$ cat config.mk
export PLATFORM = sky130hd
export DESIGN_NAME = riscv_su_stacker
export DESIGN_NICKNAME = d
export VERILOG_FILES = /design/src/rtl/riscv_su_stacker.sv
export SDC_FILE = /design/constraint.sdc
export NUM_CORES = 1
export LEC_CHECK = 0
export BUFFER_PORTS_ARGS = -buffer_cell sky130_fd_sc_hd__buf_2
export CAP_MARGIN = 20
export CELL_PAD_IN_SITES_DETAIL_PLACEMENT = 0
export CELL_PAD_IN_SITES_GLOBAL_PLACEMENT = 1
export CORE_UTILIZATION = 36
export CTS_CLUSTER_SIZE = 28
export DETAILED_ROUTE_END_ITERATION = 12
export GPL_TIMING_DRIVEN = 0
export PLACE_DENSITY_LB_ADDON = 0.3
export SKIP_LAST_GASP = 1
export SLEW_MARGIN = 20
export SYNTH_ARGS = -nofsm -noshare
export SYNTH_HDL_FRONTEND = slang
export SYNTH_SLANG_ARGS = --single-unit
$ cat constraint.sdc
create_clock -name clk -period 7.5 [get_ports clk]
set_input_delay 0.375 -clock clk [delete_from_list [all_inputs] [get_ports clk]]
set_output_delay 0.375 -clock clk [all_outputs]
set_load 0.01 [all_outputs]
$ cat src/rtl/riscv_su_stacker.sv
// Stacking-unit context datapath: pushes/pops a NUM_REGS-word register frame to/from memory
// under control of the arbiter status. Optional depth check: RISCV_SU_DEPTH_CHECK_EN.
module riscv_su_stacker #(
  parameter int unsigned ADDR_WIDTH   = 64,
  parameter int unsigned DATA_WIDTH   = 64,
  parameter int unsigned NUM_REGS     = 16,
  parameter int unsigned MAX_DEPTH    = 4,
  parameter int unsigned SU_FSM_WIDTH = 3
) (
  input  logic                           clk,
  input  logic                           nreset,
  input  logic [SU_FSM_WIDTH-1:0]        i_fsm_status,
  input  logic                           i_sp_load,
  input  logic [ADDR_WIDTH-1:0]          i_sp,
  output logic [ADDR_WIDTH-1:0]          o_sp,
  output logic [$clog2(MAX_DEPTH+1)-1:0] o_depth,
  output logic [$clog2(NUM_REGS)-1:0]    o_rf_raddr,
  input  logic [DATA_WIDTH-1:0]          i_rf_rdata,
  output logic                           o_rf_we,
  output logic [$clog2(NUM_REGS)-1:0]    o_rf_waddr,
  output logic [DATA_WIDTH-1:0]          o_rf_wdata,
  output logic                           o_mem_req,
  output logic                           o_mem_we,
  output logic [ADDR_WIDTH-1:0]          o_mem_addr,
  output logic [DATA_WIDTH-1:0]          o_mem_wdata,
  input  logic                           i_mem_gnt,
  input  logic                           i_mem_rvalid,
  input  logic [DATA_WIDTH-1:0]          i_mem_rdata,
  output logic                           o_all_in_stacked,
  output logic                           o_all_unstacked,
  output logic                           o_overflow
);

  localparam int unsigned IdxW   = $clog2(NUM_REGS);
  localparam int unsigned DepthW = $clog2(MAX_DEPTH + 1);

  localparam logic [IdxW-1:0]       LastIdx    = IdxW'(NUM_REGS - 1);
  localparam logic [DepthW-1:0]     MaxDepth   = DepthW'(MAX_DEPTH);
  localparam logic [ADDR_WIDTH-1:0] Bytes      = ADDR_WIDTH'(DATA_WIDTH / 8);
  localparam logic [ADDR_WIDTH-1:0] FrameBytes = ADDR_WIDTH'(NUM_REGS * (DATA_WIDTH / 8));

  typedef enum logic [2:0] {
    StIdle,
    StPush,
    StPopReq,
    StPopWait,
    StDone
  } state_e;

  state_e                  state_q, state_d;
  logic [IdxW-1:0]         idx_q, idx_d;
  logic [ADDR_WIDTH-1:0]   sp_q, sp_d;
  logic [DepthW-1:0]       depth_q, depth_d;
  logic                    pop_q, pop_d;
  logic                    stacked_q, stacked_d;
  logic                    unstacked_q, unstacked_d;

  logic st_stack, st_unstack, st_abort;

`ifdef RISCV_SU_DEPTH_CHECK_EN
  logic overflow_q;
  logic ovf_set;
`endif

  assign st_stack   = (i_fsm_status == SU_FSM_WIDTH'(1));
  assign st_unstack = (i_fsm_status == SU_FSM_WIDTH'(4));
  assign st_abort   = (i_fsm_status >= SU_FSM_WIDTH'(5));

  always_ff @(posedge clk or negedge nreset) begin
    if (!nreset) begin
      state_q     <= StIdle;
      idx_q       <= '0;
      sp_q        <= '0;
      depth_q     <= '0;
      pop_q       <= 1'b0;
      stacked_q   <= 1'b0;
      unstacked_q <= 1'b0;
    end else begin
      state_q     <= state_d;
      idx_q       <= idx_d;
      sp_q        <= sp_d;
      depth_q     <= depth_d;
      pop_q       <= pop_d;
      stacked_q   <= stacked_d;
      unstacked_q <= unstacked_d;
    end
  end

  always_comb begin
    state_d     = state_q;
    idx_d       = idx_q;
    sp_d        = sp_q;
    depth_d     = depth_q;
    pop_d       = pop_q;
    stacked_d   = 1'b0;
    unstacked_d = 1'b0;
    o_mem_req   = 1'b0;
    o_mem_we    = 1'b0;
    o_mem_addr  = '0;
    o_rf_we     = 1'b0;
`ifdef RISCV_SU_DEPTH_CHECK_EN
    ovf_set     = 1'b0;
`endif

    unique case (state_q)
      StIdle: begin
        if (i_sp_load && (depth_q == '0)) begin
          sp_d = i_sp;
        end
        if (st_stack) begin
`ifdef RISCV_SU_DEPTH_CHECK_EN
          // A full stack refuses the push; the arbiter is expected to abort.
          if (depth_q == MaxDepth) begin
            ovf_set = 1'b1;
          end else begin
            state_d = StPush;
            idx_d   = '0;
            pop_d   = 1'b0;
          end
`else
          state_d = StPush;
          idx_d   = '0;
          pop_d   = 1'b0;
`endif
        end else if (st_unstack) begin
          idx_d = '0;
          pop_d = 1'b1;
          if (depth_q != '0) begin
            state_d = StPopReq;
          end else begin
            unstacked_d = 1'b1;
            state_d     = StDone;
          end
        end
      end

      StPush: begin
        o_mem_req  = 1'b1;
        o_mem_we   = 1'b1;
        o_mem_addr = sp_q - ((ADDR_WIDTH'(idx_q) + ADDR_WIDTH'(1)) * Bytes);
        if (i_mem_gnt) begin
          if (idx_q == LastIdx) begin
            idx_d     = '0;
            sp_d      = sp_q - FrameBytes;
            depth_d   = (depth_q == MaxDepth) ? depth_q : depth_q + DepthW'(1);
            stacked_d = 1'b1;
            state_d   = StDone;
          end else begin
            idx_d = idx_q + IdxW'(1);
          end
        end
      end

      StPopReq: begin
        o_mem_req  = 1'b1;
        o_mem_addr = sp_q + (ADDR_WIDTH'(LastIdx - idx_q) * Bytes);
        if (i_mem_gnt) begin
          state_d = StPopWait;
        end
      end

      StPopWait: begin
        if (i_mem_rvalid) begin
          o_rf_we = 1'b1;
          if (idx_q != LastIdx) begin
            idx_d   = idx_q + IdxW'(1);
            state_d = StPopReq;
          end else begin
            idx_d       = '0;
            sp_d        = sp_q + FrameBytes;
            depth_d     = (depth_q == '0) ? depth_q : depth_q - DepthW'(1);
            unstacked_d = 1'b1;
            state_d     = StDone;
          end
        end
      end

      StDone: begin
        // Wait for the arbiter to leave the triggering status so one request yields one frame.
        if ((pop_q && !st_unstack) || (!pop_q && !st_stack)) begin
          state_d = StIdle;
        end
      end

      default: begin
        state_d = StIdle;
      end
    endcase

    // Abort withdraws the request at once; sp and depth only commit on completion.
    if (st_abort && (state_q != StIdle)) begin
      state_d     = StIdle;
      idx_d       = '0;
      sp_d        = sp_q;
      depth_d     = depth_q;
      stacked_d   = 1'b0;
      unstacked_d = 1'b0;
      o_mem_req   = 1'b0;
      o_mem_we    = 1'b0;
      o_rf_we     = 1'b0;
    end
  end

`ifdef RISCV_SU_DEPTH_CHECK_EN
  always_ff @(posedge clk or negedge nreset) begin
    if (!nreset) begin
      overflow_q <= 1'b0;
    end else if (ovf_set) begin
      overflow_q <= 1'b1;
    end
  end
  assign o_overflow = overflow_q;
`else
  assign o_overflow = 1'b0;
`endif

  assign o_sp             = sp_q;
  assign o_depth          = depth_q;
  assign o_rf_raddr       = idx_q;
  assign o_rf_waddr       = idx_q;
  assign o_rf_wdata       = i_mem_rdata;
  assign o_mem_wdata      = i_rf_rdata;
  assign o_all_in_stacked = stacked_q;
  assign o_all_unstacked  = unstacked_q;

endmodule

### Yosys cells after proc, flatten, opt, wreduce, memory -nomap -nowiden

Cells that the tools add are included.

* register bits after elaboration: 77
* output and inout port bits: 273

* bitwise operators: 1
* $lt $le $gt $ge: 1
* reduce and logical (&&, ||, !) cells: 22
* eq/ne operators: 22
* $add $sub $neg: 9
* multiplexer cells: 53

Operators by type and width (number)
* 64-bit two-way mux: 5
* 64-bit one-hot mux with 3 select lines: 1
* 64-bit one-hot mux with 2 select lines: 1
* 64-bit adder: 1
* 64-bit by 8-bit adder with 64-bit output (second input constant): 1
* 64-bit by 8-bit subtractor with 64-bit output: 1
* 64-bit by 8-bit subtractor with 64-bit output (second input constant): 1
* 3-bit two-way mux: 16
* 4-bit two-way mux: 7
* 1-bit two-way mux: 19
* 3-bit inequality test (second input constant): 5
* 3-bit one-hot mux with 5 select lines: 1
* 2-bit inequality test (second input constant): 7
* 4-bit one-hot mux with 3 select lines: 1
* 3-bit equality test (second input constant): 3
* 3-bit nonzero test: 3
* 4-bit inequality test (second input constant): 2
* 8-bit AND reduction: 1
* 7-bit AND reduction: 1
* 3-bit by 1-bit equality test with 1-bit output (second input constant): 2
* 3-bit by 2-bit equality test with 1-bit output (second input constant): 2
* 3-bit logical NOT: 2
* 3-bit one-hot mux with 2 select lines: 1
* 6-bit AND reduction: 1
* 17 further kinds: 23

### Logic depth before layout (Yosys ltp)

* depth after elaboration: 7
* mapped depth: 23
* mapped depth without buffers: 18

### Least setup slack after synthesis

Ideal clock, no wire load.

* path type: reg-to-output
* start point: register idx_q[0], in the netlist o_rf_raddr[0]
* end point: output port o_mem_addr[56]
* setup slack: 1.323 ns
* arrival: 5.802 ns
* data required time: 7.125 ns
* path buffers: 4
* cell stages (with the launch flop): 22
* cell sequence: dfrtp_1 > ha_1 > or3b_1 > buf_2 > a21o_1 > nand2_1 > inv_2 > buf_1 > clkbuf_1 > buf_1 > ha_1 > nor2_1 > a21oi_1 > nand4_1 > a2111oi_2 > o32ai_1 > and4bb_1 > a41oi_1 > o41a_1 > o41a_1 > o21ai_2 > mux2i_1

* cells in the longest elaborated chain, start to end: 3

RTL lines
* start, declared: RTL line 51 `logic [IdxW-1:0] idx_q, idx_d;`
* start signal, assigned: RTL line 80 `idx_q <= idx_d;`
* 4-bit by 4-bit subtractor with 5-bit output or 4-bit by 1-bit adder with 5-bit output (tied branches): RTL line 156, 140
* 64-bit adder or 64-bit by 8-bit subtractor with 64-bit output (tied branches): RTL line 156, 140
* 64-bit one-hot mux with 2 select lines (*): RTL line 105 `unique case (state_q)`
* end, declared: RTL line 24 `output logic [ADDR_WIDTH-1:0] o_mem_addr,`

Every way passes the cells marked *; elsewhere a longest branch is shown, timed or not.

### Worst setup path after layout

Same ends and word-level chain as after synthesis.

==> metrics.md <==
| Metric | Value |
|---|---|
| Ratio of final minimum period to clock period | `between 90% and 100%` |
| Post-synth cell types | `82` |
| Number of synthesized register bits | `77` |
| Max-Cap Viols | `0` |
| Setup Viol. Count Final | `0` |
| Core Area | `about 34000 um2` |
| Commonest non-fill, non-tap cell in the layout | `buf_2` |
| Rows | `67` |
| Reg2Reg Depth | `17` |
| CP max-delay cell | `o41a_1` |
| GP Congestion | `about 0.95` |
| Final Skew | `approximately 7.5 ps` |
| Share of the synthesized area in the top cell type | `around 16%` |
| Hold WS | `-1.05 ps` |
| Gr ovfl total | `0` |
| Switch Pwr | `between 3 and 4 mW` |
| Startpoint types | `register` |
| Number of synthesized flops with an enable pin | `0` |
| Sw frac | `approximately 57%` |
| CP Data Arrival Time | `6830 ps` |
| Final #Nets | `~2400` |
| Gr busiest metal | `met2` |
| Die height | `187 um` |
| Antenna cells | `0` |
| Post-Synthesis Cells | `roughly 1700` |
| RSZ-0062 raised after global routing | `true` |
| Initial antenna violation count | `1` |
| DRT iter0 DRCs | `approximately 1200` |
| Vias/cell | `5.58` |
| Starting density of the core | `~37%` |
| DP HPWL | `40700 um` |
| CTS tree | `built` |
| Max-slew violation count | `0` |
| DR pass1 iterations | `5` |
| Clock Power Share | `7.9%` |
| Hold_buf cts | `0` |
| Syn nets | `approximately 2000` |
| Share of cells above drive strength 1 | `a little over a quarter` |
| Ys async rst share | `100%` |
| Static Leak | `approximately 7.5 nW` |
| DRT Wirelength | `around 49000 um` |
| Power Internal | `around 2.3 mW` |
| Die W | `approximately 190 um` |
| Grt met3 use | `4.24%` |
| Crit Reg-Reg Startpoint | `state_q[2]` |
| Num Clock Sinks | `77` |
| Reg power frac | `roughly 8.4%` |
| Largest net degree at the start of global routing | `59` |
| Setup WS post-layout | `290 ps` |
| Crit path time final | `~7200 ps` |
| Worst hold path class | `in2async` |
| FMAX | `139 MHz` |
| Worst-skew pair later-pin latency | `about 360 ps` |
| CP peak stage delay | `~540 ps` |
| Placed Cells | `~2500` |
| Die Area | `between 30000 and 40000 um2` |
| Count of buffers from port buffering | `between 300 and 400` |
| VDD IR-drop max | `approximately 150 uV` |
| Yosys warns | `0` |
| Most area-consuming cells after synthesis | `dfrtp_1 (16%), ha_1 (10%), buf_4 (8.2%)` |
| CP cell instances | `ha_1 > buf_2 > nand3b_1 > a21o_1 > nand2_1 > inv_2 > clkbuf_2 > clkbuf_2 > buf_4 > ha_1 > nor2_1 > a21oi_1 > nand4_1 > a2111oi_2 > o32ai_2 > and4bb_1 > a41oi_1 > o41a_1 > o41a_1 > o21ai_2 > mux2i_1 > buf_2` |
| Kind of critical path | `reg2out` |
| Met1 usage | `between 30 and 40%` |
| Top cell type by total area after synthesis | `dfrtp_1` |
| Sequential fraction of the synthesis area | `between 10% and 20%` |
| Max FO, Critical Path | `23` |
| Most frequent cells in the layout | `buf_2 (353), nand2_1 (176), a21oi_1 (156)` |
| R2R Setup Slk | `~2200 ps` |
| Area Overhead vs Synth | `21.4%` |
| # IOs | `473` |
| # DRC | `0` |
| M2 GR Usage | `44.9%` |
| Clk Tree Root Cell | `clkbuf_16` |
| Status | `complete, but fails checks` |
| Final setup TNS | `0 ps` |
| Prevailing post-synth register cell | `dfrtp_1` |
| Clock slew seen by the registers of the worst setup and hold paths | `roughly 70 ps` |
| Syn Area/Cell | `7.25 um2` |
| Worst-case clock buffer depth | `2` |
| Vias in the first global route | `12898` |
| First-pass GRT wire length | `~74000 um` |
| Slew HR | `between 30 and 40%` |
| Crit end category | `primary output` |
| Via count | `around 14000` |
| Crit. Startpoint | `o_rf_raddr[0]` |
| Pwr per Cell Area | `around 350 nW/um2` |
| Placement Setup Slack | `between 40 and 50 ps` |
| Fin util | `roughly 44%` |
| Wire per inst | `~20 um` |
| Inserted Clock Buffers | `9` |
| Htree depth | `3` |
| Worst r2r dst | `o_sp[62]` |
| DRT antenna net count | `0` |
| Worst Max-Slew Pin Slew | `around 950 ps` |
| Combinational Power Share | `83.6%` |
| Fin cells | `2509` |
| Final Power | `5.28 mW` |
| Critical path required time | `approximately 7000 ps` |
| Failing checks | `hold timing` |
| Postcts setup bufs | `0` |
| Cell area after synthesis | `between 10000 and 15000 um2` |
| Endpoints failing hold | `2` |
| Crit path to | `o_mem_addr[56]` |
| Gr usage total | `around 27%` |
==> cell families after synthesis <==
group / share of synthesized area [%]
compound gates: 28.3
simple gates: 20.8
buf+inv: 12.3
fa+ha+maj: 13.1
xor+xnor: 8.18
flops: 15.6
mux: 1.72
other cells: 0.0304
==> flip-flops by register name, indices dropped and copies added, names as in the netlist <==
signal and count:
state_q 3, o_all_in_stacked 1, o_depth 3, o_sp 64
o_rf_raddr 4, o_all_unstacked 1, pop_q 1
==> metrics by stage <==
| stage | hold slack (ps) | instance area (um2) |
|---|---|---|
| after floorplan | 79.4 | 12300 |
| after global placement | 503 | 14600 |
| after detailed placement | 394 | 14700 |
| after CTS | 8.21 | 14900 |
| after global routing | 37.2 | 15000 |
| final | -1.05 | 15000 |
==> power by group through the flow <==
stage / Clock [mW] / Combinational (mW) / Sequential [mW]
final: 0.419 / 4.42 / 0.446
after global routing: 0.440 / 4.86 / 0.448
after CTS: 0.427 / 4.38 / 0.446
after detailed placement: 0 / 4.35 / 0.453
after global placement: 0 / 4.30 / 0.453
after floorplan: 0 / 3.01 / 0.451
==> timing repair <==
item,in CTS,in global routing
gates resized for setup,2,3
hold endpoints to repair,0,0
cloned,0,0
pin swaps,0,0
setup endpoints to repair,10,7
==> metal layers <==
metal / wire (um) / part of all wire [%] / vias up
li1: - / - / 6731
met1: 21600 / 44 / 6540
met2: 22700 / 46 / 650
met3: 3610 / 7.3 / 67
met4: 1330 / 2.7 / 2
met5: 13 / 0.026 / -
==> final cells by class <==
type	instances	area, um2
Fill cell	3566	18700
Multi-Input combinational cell	1357	8900
Sequential cell	77	1930
Timing Repair Buffer	346	1790
Buffer	223	1360
Tap cell	448	561
Clock buffer	12	236
Inverter	42	158
Clock inverter	4	25.0
==> worst max-delay path: cells and delay by family (launching register included) <==
family / cells / cell delay, ps
buf+inv: 6 / 1630
simple gates: 5 / 1110
compound gates: 8 / 2600
flops: 1 / 410
mux: 1 / 200
fa+ha+maj: 2 / 500
==> cells in the mapped netlist (19+ instances only) <==
library cell,count
a21o_1,67
and2_1,21
nand2b_1,20
nor2_1,151
buf_4,135
dfrtp_1,77
maj3_1,26
a211oi_1,19
nand2_1,177
ha_1,103
nand3_1,45
clkbuf_1,67
inv_1,41
o21ai_0,133
xor2_1,54
xnor2_1,61
nor3_1,32
a31oi_1,22
a21oi_1,157
==> worst min path at each step <==
stage                             to  slack (ps)
floorplan           o_all_in_stacked          80
global placement             o_sp[2]         500
detailed placement          o_sp[11]         390
CTS                         o_sp[12]           8
global route                o_sp[12]          40
finish                      o_sp[11]          -1
Power figures use the tool's default switching activity.
